**src/rtl/spi_flash_read_seq_if.sv**
```systemverilog
// Bus bundle for spi_flash_read_seq: read request, read-data stream,
// status flags and the APB master port toward the SPI controller.
interface spi_flash_read_seq_if #(
  parameter int APB_ADDR_WIDTH = 12
);
  // read request
  logic                      req_valid;
  logic                      req_ready;
  logic [23:0]               req_addr;
  logic [10:0]               req_len;
  // read-data stream
  logic [31:0]               data_o;
  logic                      data_valid_o;
  logic                      data_ready_i;
  // status
  logic                      done_o;
  logic                      err_o;
  // APB master
  logic [APB_ADDR_WIDTH-1:0] PADDR;
  logic [31:0]               PWDATA;
  logic                      PWRITE;
  logic                      PSEL;
  logic                      PENABLE;
  logic [31:0]               PRDATA;
  logic                      PREADY;
  logic                      PSLVERR;

  modport master (
    input  req_valid, req_addr, req_len, data_ready_i, PRDATA, PREADY, PSLVERR,
    output req_ready, data_o, data_valid_o, done_o, err_o,
           PADDR, PWDATA, PWRITE, PSEL, PENABLE
  );

  modport slave (
    output req_valid, req_addr, req_len, data_ready_i, PRDATA, PREADY, PSLVERR,
    input  req_ready, data_o, data_valid_o, done_o, err_o,
           PADDR, PWDATA, PWRITE, PSEL, PENABLE
  );
endinterface

```
**src/rtl/spi_flash_read_seq.sv**
```systemverilog
// Sequencer that programs an APB-attached SPI master to perform a flash
// read, then polls its RX FIFO and streams the received words out.
module spi_flash_read_seq #(
  parameter int         APB_ADDR_WIDTH = 12,
  parameter logic [7:0] READ_OPCODE    = 8'h03,
  parameter int         SPI_BASE       = 0
) (
  input logic                   HCLK,
  input logic                   HRESET,
  spi_flash_read_seq_if.master  bus
);

  typedef enum logic [3:0] {
    S_IDLE,
    S_WR_CMD,
    S_WR_ADR,
    S_WR_LEN,
    S_WR_CTRL,
    S_POLL,
    S_RD_FIFO,
    S_PUSH,
    S_DONE
  } state_t;

  localparam logic [APB_ADDR_WIDTH-1:0] A_CTRL = APB_ADDR_WIDTH'(SPI_BASE + 32'h00);
  localparam logic [APB_ADDR_WIDTH-1:0] A_CMD  = APB_ADDR_WIDTH'(SPI_BASE + 32'h08);
  localparam logic [APB_ADDR_WIDTH-1:0] A_ADDR = APB_ADDR_WIDTH'(SPI_BASE + 32'h0C);
  localparam logic [APB_ADDR_WIDTH-1:0] A_LEN  = APB_ADDR_WIDTH'(SPI_BASE + 32'h10);
  localparam logic [APB_ADDR_WIDTH-1:0] A_RXF  = APB_ADDR_WIDTH'(SPI_BASE + 32'h20);

  state_t      state_q, state_d;
  logic        access_q, access_d;   // 0: APB SETUP phase, 1: APB ACCESS phase
  logic [23:0] addr_q;
  logic [10:0] len_q;
  logic [10:0] cnt_q;
  logic [31:0] data_q;
  logic        err_q;

  logic apb_state;
  logic xfer_done;
  logic req_fire;
  logic push_fire;

  // Decode of the current cycle's handshakes
  always_comb begin
    apb_state = (state_q == S_WR_CMD)  || (state_q == S_WR_ADR) ||
                (state_q == S_WR_LEN)  || (state_q == S_WR_CTRL) ||
                (state_q == S_POLL)    || (state_q == S_RD_FIFO);
    xfer_done = apb_state && access_q && bus.PREADY;
    req_fire  = (state_q == S_IDLE) && bus.req_valid;
    push_fire = (state_q == S_PUSH) && bus.data_ready_i;
  end

  // State and APB phase register
  always_ff @(posedge HCLK or posedge HRESET) begin
    if (HRESET) begin
      state_q  <= S_IDLE;
      access_q <= 1'b0;
    end else begin
      state_q  <= state_d;
      access_q <= access_d;
    end
  end

  // Next-state logic; every APB state is exactly one SETUP+ACCESS pair
  always_comb begin
    state_d  = state_q;
    access_d = access_q;
    if (apb_state) begin
      if (!access_q) begin
        access_d = 1'b1;
      end else if (bus.PREADY) begin
        access_d = 1'b0;
        if (bus.PSLVERR) begin
          state_d = S_DONE;
        end else begin
          case (state_q)
            S_WR_CMD:  state_d = S_WR_ADR;
            S_WR_ADR:  state_d = S_WR_LEN;
            S_WR_LEN:  state_d = S_WR_CTRL;
            S_WR_CTRL: state_d = S_POLL;
            S_POLL:    if (bus.PRDATA[23:16] != '0) state_d = S_RD_FIFO;
            S_RD_FIFO: state_d = S_PUSH;
            default:   state_d = S_IDLE;
          endcase
        end
      end
    end else begin
      case (state_q)
        S_IDLE:  if (bus.req_valid) state_d = (bus.req_len == '0) ? S_DONE : S_WR_CMD;
        S_PUSH:  if (bus.data_ready_i) state_d = (cnt_q <= 11'd1) ? S_DONE : S_POLL;
        S_DONE:  state_d = S_IDLE;
        default: state_d = S_IDLE;
      endcase
    end
  end

  // Request latch, remaining-word counter, read data and sticky error
  always_ff @(posedge HCLK or posedge HRESET) begin
    if (HRESET) begin
      addr_q <= '0;
      len_q  <= '0;
      cnt_q  <= '0;
      data_q <= '0;
      err_q  <= 1'b0;
    end else begin
      if (req_fire) begin
        addr_q <= bus.req_addr;
        len_q  <= bus.req_len;
        cnt_q  <= bus.req_len;
        err_q  <= 1'b0;
      end else if (xfer_done && bus.PSLVERR) begin
        err_q  <= 1'b1;
      end
      if (push_fire) cnt_q <= cnt_q - 11'd1;
      if (xfer_done && !bus.PSLVERR && (state_q == S_RD_FIFO)) data_q <= bus.PRDATA;
    end
  end

  // Output decode; APB signals are pure functions of registered state
  always_comb begin
    bus.req_ready    = (state_q == S_IDLE) && !HRESET;
    bus.data_valid_o = (state_q == S_PUSH);
    bus.done_o       = (state_q == S_DONE);
    bus.data_o       = data_q;
    bus.err_o        = err_q;
    bus.PSEL         = apb_state;
    bus.PENABLE      = apb_state && access_q;
    bus.PWRITE       = 1'b0;
    bus.PADDR        = '0;
    bus.PWDATA       = '0;
    case (state_q)
      S_WR_CMD: begin
        bus.PWRITE = 1'b1;
        bus.PADDR  = A_CMD;
        bus.PWDATA = {READ_OPCODE, 24'h00_0000};
      end
      S_WR_ADR: begin
        bus.PWRITE = 1'b1;
        bus.PADDR  = A_ADDR;
        bus.PWDATA = {addr_q, 8'h00};
      end
      S_WR_LEN: begin
        // data_len = words*32 in the top half, then addr_len=24, cmd_len=8
        bus.PWRITE = 1'b1;
        bus.PADDR  = A_LEN;
        bus.PWDATA = {len_q, 5'b0_0000, 2'b00, 6'd24, 2'b00, 6'd8};
      end
      S_WR_CTRL: begin
        bus.PWRITE = 1'b1;
        bus.PADDR  = A_CTRL;
        bus.PWDATA = 32'h0000_0101;
      end
      S_POLL:    bus.PADDR = A_CTRL;
      S_RD_FIFO: bus.PADDR = A_RXF;
      default: ;
    endcase
  end

endmodule

```
**src/flat_wrapper.sv**
```systemverilog
// flat-port wrapper written by rule: the top's interface ports become plain ports
module spi_flash_read_seq_flat 
#(
  parameter int         APB_ADDR_WIDTH = 12,
  parameter logic [7:0] READ_OPCODE    = 8'h03,
  parameter int         SPI_BASE       = 0
)
  (HCLK, HRESET, bus_req_valid, bus_req_addr, bus_req_len, bus_data_ready_i, bus_PRDATA, bus_PREADY, bus_PSLVERR, bus_req_ready, bus_data_o, bus_data_valid_o, bus_done_o, bus_err_o, bus_PADDR, bus_PWDATA, bus_PWRITE, bus_PSEL, bus_PENABLE);
  spi_flash_read_seq_if #(.APB_ADDR_WIDTH(APB_ADDR_WIDTH)) bus_i ();
  input logic HCLK;
  input logic HRESET;
  input wire logic [$bits(bus_i.req_valid)-1:0] bus_req_valid;
  input wire logic [$bits(bus_i.req_addr)-1:0] bus_req_addr;
  input wire logic [$bits(bus_i.req_len)-1:0] bus_req_len;
  input wire logic [$bits(bus_i.data_ready_i)-1:0] bus_data_ready_i;
  input wire logic [$bits(bus_i.PRDATA)-1:0] bus_PRDATA;
  input wire logic [$bits(bus_i.PREADY)-1:0] bus_PREADY;
  input wire logic [$bits(bus_i.PSLVERR)-1:0] bus_PSLVERR;
  output wire logic [$bits(bus_i.req_ready)-1:0] bus_req_ready;
  output wire logic [$bits(bus_i.data_o)-1:0] bus_data_o;
  output wire logic [$bits(bus_i.data_valid_o)-1:0] bus_data_valid_o;
  output wire logic [$bits(bus_i.done_o)-1:0] bus_done_o;
  output wire logic [$bits(bus_i.err_o)-1:0] bus_err_o;
  output wire logic [$bits(bus_i.PADDR)-1:0] bus_PADDR;
  output wire logic [$bits(bus_i.PWDATA)-1:0] bus_PWDATA;
  output wire logic [$bits(bus_i.PWRITE)-1:0] bus_PWRITE;
  output wire logic [$bits(bus_i.PSEL)-1:0] bus_PSEL;
  output wire logic [$bits(bus_i.PENABLE)-1:0] bus_PENABLE;
  assign bus_i.req_valid = bus_req_valid;
  assign bus_i.req_addr = bus_req_addr;
  assign bus_i.req_len = bus_req_len;
  assign bus_i.data_ready_i = bus_data_ready_i;
  assign bus_i.PRDATA = bus_PRDATA;
  assign bus_i.PREADY = bus_PREADY;
  assign bus_i.PSLVERR = bus_PSLVERR;
  assign bus_req_ready = bus_i.req_ready;
  assign bus_data_o = bus_i.data_o;
  assign bus_data_valid_o = bus_i.data_valid_o;
  assign bus_done_o = bus_i.done_o;
  assign bus_err_o = bus_i.err_o;
  assign bus_PADDR = bus_i.PADDR;
  assign bus_PWDATA = bus_i.PWDATA;
  assign bus_PWRITE = bus_i.PWRITE;
  assign bus_PSEL = bus_i.PSEL;
  assign bus_PENABLE = bus_i.PENABLE;
  spi_flash_read_seq #(.APB_ADDR_WIDTH(APB_ADDR_WIDTH), .READ_OPCODE(READ_OPCODE), .SPI_BASE(SPI_BASE)) u_core (.HCLK(HCLK), .HRESET(HRESET), .bus(bus_i));
endmodule
```
**config.mk**
```make
export PLATFORM = sky130hd
export DESIGN_NAME = spi_flash_read_seq_flat
export DESIGN_NICKNAME = d
export VERILOG_FILES = /design/src/rtl/spi_flash_read_seq_if.sv /design/src/rtl/spi_flash_read_seq.sv /design/src/flat_wrapper.sv
export SDC_FILE = /design/constraint.sdc
export NUM_CORES = 1
export LEC_CHECK = 0
export ABC_AREA = 1
export BUFFER_PORTS_ARGS = -buffer_cell sky130_fd_sc_hd__buf_2
export CAP_MARGIN = 20
export CORE_UTILIZATION = 40
export CTS_BUF_LIST = sky130_fd_sc_hd__clkbuf_8
export DETAILED_ROUTE_END_ITERATION = 8
export GPL_ROUTABILITY_DRIVEN = 0
export MAX_ROUTING_LAYER = met4
export PLACE_DENSITY = 0.63
export SLEW_MARGIN = 20
export SYNTH_ARGS = -nofsm -noshare
export SYNTH_HDL_FRONTEND = slang
export SYNTH_SLANG_ARGS = --single-unit
export TNS_END_PERCENT = 20
```
**constraint.sdc**
```tcl
create_clock -name HCLK -period 5.8 [get_ports HCLK]
set_clock_uncertainty 0.1 [all_clocks]
set_input_delay 0.29 -clock HCLK [delete_from_list [all_inputs] [get_ports HCLK]]
set_output_delay 0.29 -clock HCLK [all_outputs]
set_load 0.02 [all_outputs]
```
==> flow_summary.ini, run 1 <==
[finish]
multi_input_area_sq_um = 1630
ff_latch_area_sq_um = 2100
fin_util_pct = 51.4
diodes = 0
drive_above_1_share_pct = 26.9
finalNetCount = 744
layout_commonest_cell = nand2_1
layout_common_cells = nand2_1 (202), buf_2 (141), dfrtp_1 (84), inv_1 (61), o21ai_0 (36)
fillerInstances = 980
area_growth_syn_to_layout_pct = 23.1
fin_area_sq_um = 5090

[setup_path]
worstSetupEndpointType = primary output
reg2regPathDepth = 9
cp-start-kind = register
crit_required_ps = 5410
rr_endpoint = u_core.cnt_q[6]
crit_end = bus_PWDATA[8]
crit_type = register to primary output
crit_start = u_core.state_q[1]
cp_max_fo = 14
ff2ff_setup_slack_ps = 3450
cp.arrival_ps = 2480
r2r_start = u_core.state_q[0]

[yosys]
ys_warn_count = 0
yosys.area_share.adder_pct = 0.605
syn_area_sq_um = 4140
synth.distinct_cells = 31
yosys.area_share.simple_pct = 27.6
synth_compound_area_share_pct = 9.23
synth_cells = 532
synthTopCellsByArea = dfrtp_1 (51%), nand2_1 (18%), inv_1 (5.4%), o21ai_0 (4.4%), nor2_1 (3.2%)
synth_top_family_by_area = simple AND/OR/NAND/NOR gates
netlist.area_leader.share_pct = 50.8
ys_seq_area_share_pct = 50.8
syn_area_per_cell_sq_um = 7.78
muxShareOfSynthArea_pct = 0
yosys.area.top_type = dfrtp_1
synth-seq-cells = 84
synthXorXnorAreaFrac_pct = 0.635

[floorplanning]
die_y_um = 104
top_level_ports = 156
core_area_sq_um = 9910
row_count = 36
die_area_sq_um = 10800
start_util_pct = 41.7
die_w_um = 104

[placement]
hpwl_mm = 7.76
port_buffers = 141
place_area_sq_um = 4870

[pwr]
sw_frac_of_total_pct = 43.8
p_leak_uw = 0.00297
p_int_uw = 1380
seqPwrFrac_pct = 37.6
ir_worst_vdd_mv = 0.252
p_comb_share_pct = 43.6
power_switching_uw = 1080
finalPower_uw = 2460
pwr_density_cell_nw_per_um2 = 483
pwr-share-clk_pct = 18.8

[grt]
grt_overflow = 0
grt.busiest_layer = met2
grt_util_met1_pct = 28.1
antenna_found_initial = 0
met3_usage_pct = 4.28
track_usage_pct = 21.3
grt_max_degree = 69
grt_use_met2_pct = 32.9
grt_pass1_wl_mm = 17.8
grt_pass1_vias = 3621

[timing]
min_period_ps = 2870
worst_pin_slew_ps = 867
maxSlewViolCount = 0
slew_headroom_pct = 42.2
fmax_mhz = 348
finalSetupViolCount = 0
setup_tns_ps = 0
final_hold_viol_count = 0
rsz0062_at_grt = no
whs_ps = 23.3
period_share_pct = 49.5

[clock_network]
postCtsResizedCells = 0
clk_path_buf_depth = 2
root_buffer = clkbuf_8
clkSinkCount = 84
cts_htree_levels = 3
postCtsSetupRepairBufs = 0
clk_pin_slew_ps = 90
clk_latency_ps = 360
cts_buffers = 9
cts_tree = built

[routing]
drc_errors = 0
dr.first_iter.drc_count = 273
vias = 3792
detail-route-antenna-nets = 0
routed_wl_mm = 10.5
avgRoutedWirePerCell_um = 13.1
viasPerCell = 4.70
drt-pass1-iter-count = 5

[run_status]
outcome = complete, no violations

[flow_run]
maxCapViolCount = 0

[worst_hold_path]
min_path_type = primary input to register
per-layer routing:
| layer | vias to the layer above | wire length, um |
|---|---|---|
| li1 | 1889 | - |
| met1 | 1747 | 5010 |
| met2 | 143 | 4770 |
| met3 | 13 | 541 |
| met4 | 0 | 215 |
| met5 | - | 0 |
registers in the layout, summed over array words and instances (netlist names):
register / cells
u_core.state_q: 4
u_core.addr_q: 24
u_core.access_q: 1
u_core.bus.data_o: 32
u_core.cnt_q: 11
u_core.bus.err_o: 1
u_core.len_q: 11
per-stage QoR:
stage	cells	worst slack (ps)
CTS	807	2930
global route	807	2600
finish	807	2930
detailed placement	790	3350
global placement	790	3440
floorplan	545	3240
timing repair:
action / 4_1_cts / 5_1_grt
hold buffers: 1 / 0
hold endpoints to repair: 16 / 0
setup endpoints to repair: 0 / 0
cells by family after synthesis:
kind of cell | Yosys count
buffers and inverters | 98
AND/OR/NAND/NOR | 273
XOR/XNOR | 3
other | 1
AO/OA/AOI/OAI | 71
adder cells (fa/ha/maj) | 2
flip-flops | 84
critical path, cell delays in order (launching register included):
cell and delay [ps]:
dfrtp_1 480, inv_2 80, nor2_4 120, inv_1 60, nor2_1 520, inv_1 420, o21ai_0 250, buf_2 190
synth_stat cells:
library cell  number
nand2_4            1
o22ai_1            1
nor2_1            35
nand4_1            3
xnor2_1            1
a21oi_2            1
buf_2             10
nor4_4             1
nand2_2            5
nand3_1           14
nand4_4            1
o21ai_1           18
or2_2              1
inv_2              7
nor2_4             3
buf_6              2
ha_1               2
clkbuf_1           3
a21oi_1            6
inv_1             60
buf_4             16
a31oi_1            3
o221ai_1           2
o211ai_1           4
nand2_1          202
dfrtp_1           84
xor2_1             2
nor3_1             4
o21ai_0           36
nor2_2             3
conb_1             1
cell type report:
cell class	count	area share, %
clock buffers	9	2.43
clock inverters	7	1.77
well taps	133	3.27
inverters	67	4.96
flip-flops and latches	84	41.3
repair buffers	144	14.3
multi-input cells	363	32.0
power by group through the flow:
| stage | Combinational (uW) | Sequential, uW | Clock, uW |
|---|---|---|---|
| detailed placement | 1080 | 934 | 0 |
| global route | 1210 | 948 | 501 |
| floorplan | 730 | 969 | 0 |
| finish | 1070 | 925 | 462 |
| CTS | 1080 | 923 | 474 |
| global placement | 1060 | 926 | 0 |
worst min path at each step:
stage                           from               endpoint  slack [ps]  depth (start not counted)
global route        bus_req_addr[21]      u_core.addr_q[21]          20                          3
global placement              HRESET  u_core.bus.data_o[31]         150                          2
floorplan                 bus_PREADY        u_core.access_q         280                          1
detailed placement            HRESET  u_core.bus.data_o[29]         170                          2
finish              bus_req_addr[19]      u_core.addr_q[19]          20                          3
CTS                 bus_req_addr[21]      u_core.addr_q[21]           9                          3
Note: power is estimated with default switching activity, not from simulation.
==> inputs of run 2 (changes only) <==
- ABC_AREA: 1 -> 0
- clock period: 5.8 -> 2.8 ns (I/O delays scaled with it)
==> run 2 against run 1 <==
Against the previous run:
- clock power up 130%
- synthesized cell count down 23%
- register-to-register slack worse by 2700 ps
- global-route usage up 0.43 points
- die area up 2.6%
- largest power group unchanged
- highest routed layer unchanged
- non-clock buffer count up 77
- worst hold slack better by 34 ps
- critical endpoint is now bus_PWDATA[24]
- flip-flop and latch count unchanged
==> flow_summary.ini, run 2 <==
[run_status]
outcome = complete, no violations

[yosys]
synthArstFlopShare_pct = 100
synth-edff-count = 0
synth-seq-cells = 84
synth-main-ff-cell = dfrtp_1
netlist.area_leader.share_pct = 49.5
synth.distinct_cells = 60
yosys.area.top_type = dfrtp_1
synth_most_common_cell = nand2_1
synthTopCellsByArea = dfrtp_1 (49%), mux2_4 (11%), nand2_1 (10%), buf_4 (2.8%), and2_1 (2.1%)
syn_area_sq_um = 4250
synth_cells = 412
ys_warn_count = 0
ys_seq_area_share_pct = 49.5
syn_area_per_cell_sq_um = 10.3
synthTopCellsByCount = nand2_1 (115), dfrtp_1 (84), mux2_4 (30)

[setup_path]
ff2ff_setup_slack_ps = 720
worstSetupEndpointType = primary output
crit_required_ps = 2560
path_cells = buf_4 > nand2_1 > nor2_1 > nor4_1 > buf_2
crit_type = register to primary output
cp_max_fo = 20
crit_end = bus_PWDATA[24]
critPathSlowestCell = nor4_1
reg2regPathDepth = 5
cp-start-kind = register
cpPeakStageDelay_ps = 480
rr_endpoint = u_core.cnt_q[5]
r2r_start = u_core.state_q[2]
cp.arrival_ps = 2020
crit_start = u_core.state_q[1]

[clock_network]
cts_htree_levels = 3
clk_pin_slew_ps = 80
cts_buffers = 9
clk_path_buf_depth = 2
root_buffer = clkbuf_8
postCtsResizedCells = 0
clkSinkCount = 84
cts_tree = built
clk_latency_ps = 350

[pwr]
finalPower_uw = 5400
p_leak_uw = 0.00326
pwr_density_cell_nw_per_um2 = 902
ir_worst_vdd_mv = 0.574

[routing]
drt-pass1-iter-count = 5
avgRoutedWirePerCell_um = 15.0
drc_errors = 0
vias = 3782
detail-route-antenna-nets = 0
routed_wl_mm = 11.4
viasPerCell = 4.98
dr.first_iter.drc_count = 228

[floorplanning]
start_util_pct = 41.1
core_area_sq_um = 10300
die_area_sq_um = 11000
die_y_um = 105
top_level_ports = 156
row_count = 37
die_w_um = 105

[timing]
period_share_pct = 80.7
slew_headroom_pct = 52.0
min_period_ps = 2260
rsz0062_at_grt = no
worst_pin_slew_ps = 719
final_hold_viol_count = 0
setup_tns_ps = 0
finalSetupViolCount = 0
maxSlewViolCount = 0
fmax_mhz = 442

[finish]
fin_area_sq_um = 5980
drive_above_1_share_pct = 34.1
layout_common_cells = buf_2 (141), nand2_1 (115), dfrtp_1 (84), dlygate4sd3_1 (69), mux2_4 (30)
area_growth_syn_to_layout_pct = 40.9
finalNetCount = 694
largest_reg_flops = 32
diodes = 0
layout_commonest_cell = buf_2
fin_util_pct = 58.0

[worst_hold_path]
min_path_type = primary input to register

[flow_run]
maxCapViolCount = 0

[placement]
place_area_sq_um = 5050
hpwl_mm = 7.43
port_buffers = 141

[grt]
track_usage_pct = 21.7
grt_pass1_wl_mm = 18.4
grt_pass1_vias = 3664
antenna_found_initial = 0
grt_overflow = 0
grt_max_degree = 46
run 2: worst min-delay path by stage:
stage / to / depth (start not counted) / from / slack (ps)
after floorplan: u_core.access_q / 1 / bus_PREADY / 120
after global placement: u_core.cnt_q[7] / 2 / HRESET / 190
after detailed placement: u_core.cnt_q[5] / 2 / HRESET / 190
after CTS: u_core.state_q[3] / 3 / bus_PSLVERR / 20
after global routing: u_core.state_q[3] / 3 / bus_PSLVERR / 30
final: u_core.state_q[3] / 3 / bus_PSLVERR / 60
run 2: area by class of cell:
| cell class | instances | area, sq um |
|---|---|---|
| clock buffers | 9 | 124 |
| well taps | 136 | 170 |
| clock inverters | 7 | 123 |
| flip-flops and latches | 84 | 2100 |
| fillers | 862 | 4340 |
| repair buffers | 221 | 1500 |
| multi-input cells | 296 | 1930 |
| inverters | 7 | 27.5 |
run 2: through the flow:
step	setup slack (ps)	hold slack, ps	std cells
3_5_place_dp	740	190	675
2_1_floorplan	395	125	425
3_3_place_gp	741	186	675
5_1_grt	402	28.9	760
4_1_cts	579	20.5	760
6_report	539	56.8	760
run 2: cells by family after synthesis:
group	after synthesis	share of synthesized area, %
xor gates and xnor gates	1	0.206
buffers and inverters	45	6.24
other	1	0.0883
adders and majority gates	2	0.589
AOI/OAI and AO/OA	58	10.3
and+or+nand+nor	188	21.7
DFF	84	49.5
muxes	33	11.4
run 2: power by group:
| part | internal, uW | switching (uW) | leakage, uW |
|---|---|---|---|
| Combinational | 954 | 1440 | 0.00205 |
| Sequential | 1640 | 295 | 0.00109 |
| Clock | 601 | 467 | 0.000122 |
run 2: layer usage:
metal	share of wire, %	GRT usage, %	vias up
li1	-	-	1809
met1	46	28.4	1831
met2	48	35.1	135
met3	5.1	4.68	7
met4	0.56	4.02	0
met5	0	-	-
run 2: worst max-delay path: cells and delay by family, from the launching register on:
kind                   cells  cell delay, ps
flip-flops                 1             410
buffers and inverters      2             490
AND/OR/NAND/NOR            3             770
run 2: what timing repair did:
| item | in CTS | in global routing |
|---|---|---|
| hold buffers | 69 | 0 |
| setup buffers | 0 | 0 |
| endpoints found under the hold margin | 112 | 0 |
==> inputs of run 3 (changes only) <==
- clock period: 2.8 -> 2.3 ns (I/O delays scaled with it)
==> run 3 against run 2 <==
Against the previous run:
- count of clock-buffer cells in the layout up 1
- clock power is essentially flat
- sequential share of layout area fell by 0.26 points
- setup slack worse by 380 ps
- cell area is 0.86% higher
- flip-flop and latch count stayed put
- die area did not move
- critical path depth up 1
- utilization rose by 0.50 points
- first-iteration DRC count rose by 9.2%
- final cell count rose by 1.1%
- combinational power increased by 25%
- largest power group unchanged
==> flow_summary.ini, run 3 (synthesized netlist as in run 2, its figures left out) <==
[timing]
final_hold_viol_count = 0
worst_pin_slew_ps = 621
maxSlewViolCount = 0
rsz0062_at_grt = no
slew_headroom_pct = 58.2
min_period_ps = 2140
finalSetupViolCount = 0
fin_ws_ps = 158
setup_tns_ps = 0
whs_ps = 157
fmax_mhz = 467
period_share_pct = 93.1

[routing]
viasPerCell = 5.02
dr.first_iter.drc_count = 249
drc_errors = 0
avgRoutedWirePerCell_um = 15.2
drt-pass1-iter-count = 4
vias = 3857
detail-route-antenna-nets = 0
routed_wl_mm = 11.7

[floorplanning]
top_level_ports = 156
core_area_sq_um = 10300
die_y_um = 105
start_util_pct = 41.1
row_count = 37
die_area_sq_um = 11000
die_w_um = 105

[setup_path]
rr_endpoint = u_core.cnt_q[9]
reg2regPathDepth = 5
r2r_start = u_core.state_q[2]
path_delay_family = buffers and inverters
crit_required_ps = 2090
worstSetupEndpointType = primary output
critPathSlowestCell = dfrtp_2
ff2ff_setup_slack_ps = 200
cp-start-kind = register
crit_type = register to primary output
cp_max_fo = 12
cp_common_cell = buf_4
cp.arrival_ps = 1930
path_cells = buf_4 > nand2_1 > nor3_1 > buf_4 > a22o_1 > buf_2
cpPeakStageDelay_ps = 430
crit_buf_inv = 3

[finish]
ff_latch_area_sq_um = 2100
layout_commonest_cell = buf_2
diodes = 0
finalNetCount = 703
multi_input_area_sq_um = 1930
area_growth_syn_to_layout_pct = 42.1
largest_reg_flops = 32
fillerInstances = 851
layout_common_cells = buf_2 (141), nand2_1 (115), dfrtp_1 (82), dlygate4sd3_1 (70), mux2_4 (30)
fin_cells = 768
drive_above_1_share_pct = 35.1
fin_util_pct = 58.5

[worst_hold_path]
min_path_type = primary input to register
hold_path_depth = 4
min_from = bus_req_valid
whs_endpoint = u_core.cnt_q[1]

[pwr]
pwr_density_cell_nw_per_um2 = 1070
ir_worst_vdd_mv = 0.498
p_leak_uw = 0.00328

[clock_network]
root_buffer = clkbuf_8
cts_tree = built
clk_path_buf_depth = 2
cts_htree_levels = 3
clk_pin_slew_ps = 90
clkSinkCount = 84
clk_latency_ps = 350
cts_buffers = 9

[run_status]
outcome = complete, no violations

[placement]
hpwl_mm = 7.49
dp.cells = 679
port_buffers = 141
dp_slack_ps = 237

[grt]
grt_overflow = 0
grt_max_degree = 85
grt_pass1_vias = 3785
grt_pass1_wl_mm = 19.1
antenna_found_initial = 0
track_usage_pct = 22.4

[flow_run]
maxCapViolCount = 0
## run 3: final cells by class
cell class | count | share of cell area, %
clock inverter | 5 | 0.995
tap | 136 | 2.82
sequential | 84 | 34.9
inverter | 7 | 0.498
clock buffer | 10 | 2.28
multi-input combinational | 296 | 32.0
timing repair buffer | 230 | 26.5
## run 3: how the worst max path moves through the flow
stage                            startpoint         endpoint  slack (ps)  cells after the start
after floorplan           u_core.state_q[2]   bus_PWDATA[10]         320                      5
after global placement    u_core.state_q[2]  u_core.cnt_q[2]         320                      5
after detailed placement  u_core.state_q[2]  u_core.cnt_q[9]         240                      5
after CTS                 u_core.state_q[0]   bus_PWDATA[28]         100                      6
after global routing      u_core.state_q[0]   bus_PWDATA[30]           3                      6
final                     u_core.state_q[0]   bus_PWDATA[30]         160                      6
## run 3: per-layer routing
layer	share of wire, %	GRT usage, %	vias up
li1	-	-	1826
met1	46	29.4	1859
met2	47	35.8	158
met3	5.6	3.43	14
met4	1.5	7.14	0
met5	0	-	-
## run 3: per-stage QoR
| step | cell area [sq um] | total power (uW) |
|---|---|---|
| floorplan | 4300 | 4350 |
| detailed placement | 5100 | 5260 |
| global route | 6040 | 6950 |
| CTS | 6000 | 6460 |
| finish | 6040 | 6470 |
| global placement | 5100 | 5210 |
## run 3: worst reg2reg max path, delay by kind of cell, from the launching register on
family | cells | cell delay (ps)
simple gates | 2 | 740
flops | 1 | 500
compound gates | 2 | 390
buf+inv | 1 | 260
## run 3: timing repair
item                                   4_1_cts  5_1_grt
setup endpoints to repair                    9        9
buffers inserted                             0        4
endpoints found under the hold margin      162        0
hold buffers                                70        0
gates resized for setup                      1        1
## run 3: where the power goes
part | total, uW | switching, uW | internal (uW)
registers | 2410 | 407 | 2000
clock network | 1080 | 546 | 530
logic | 2990 | 1730 | 1260
total | 6470 | 2680 | 3790
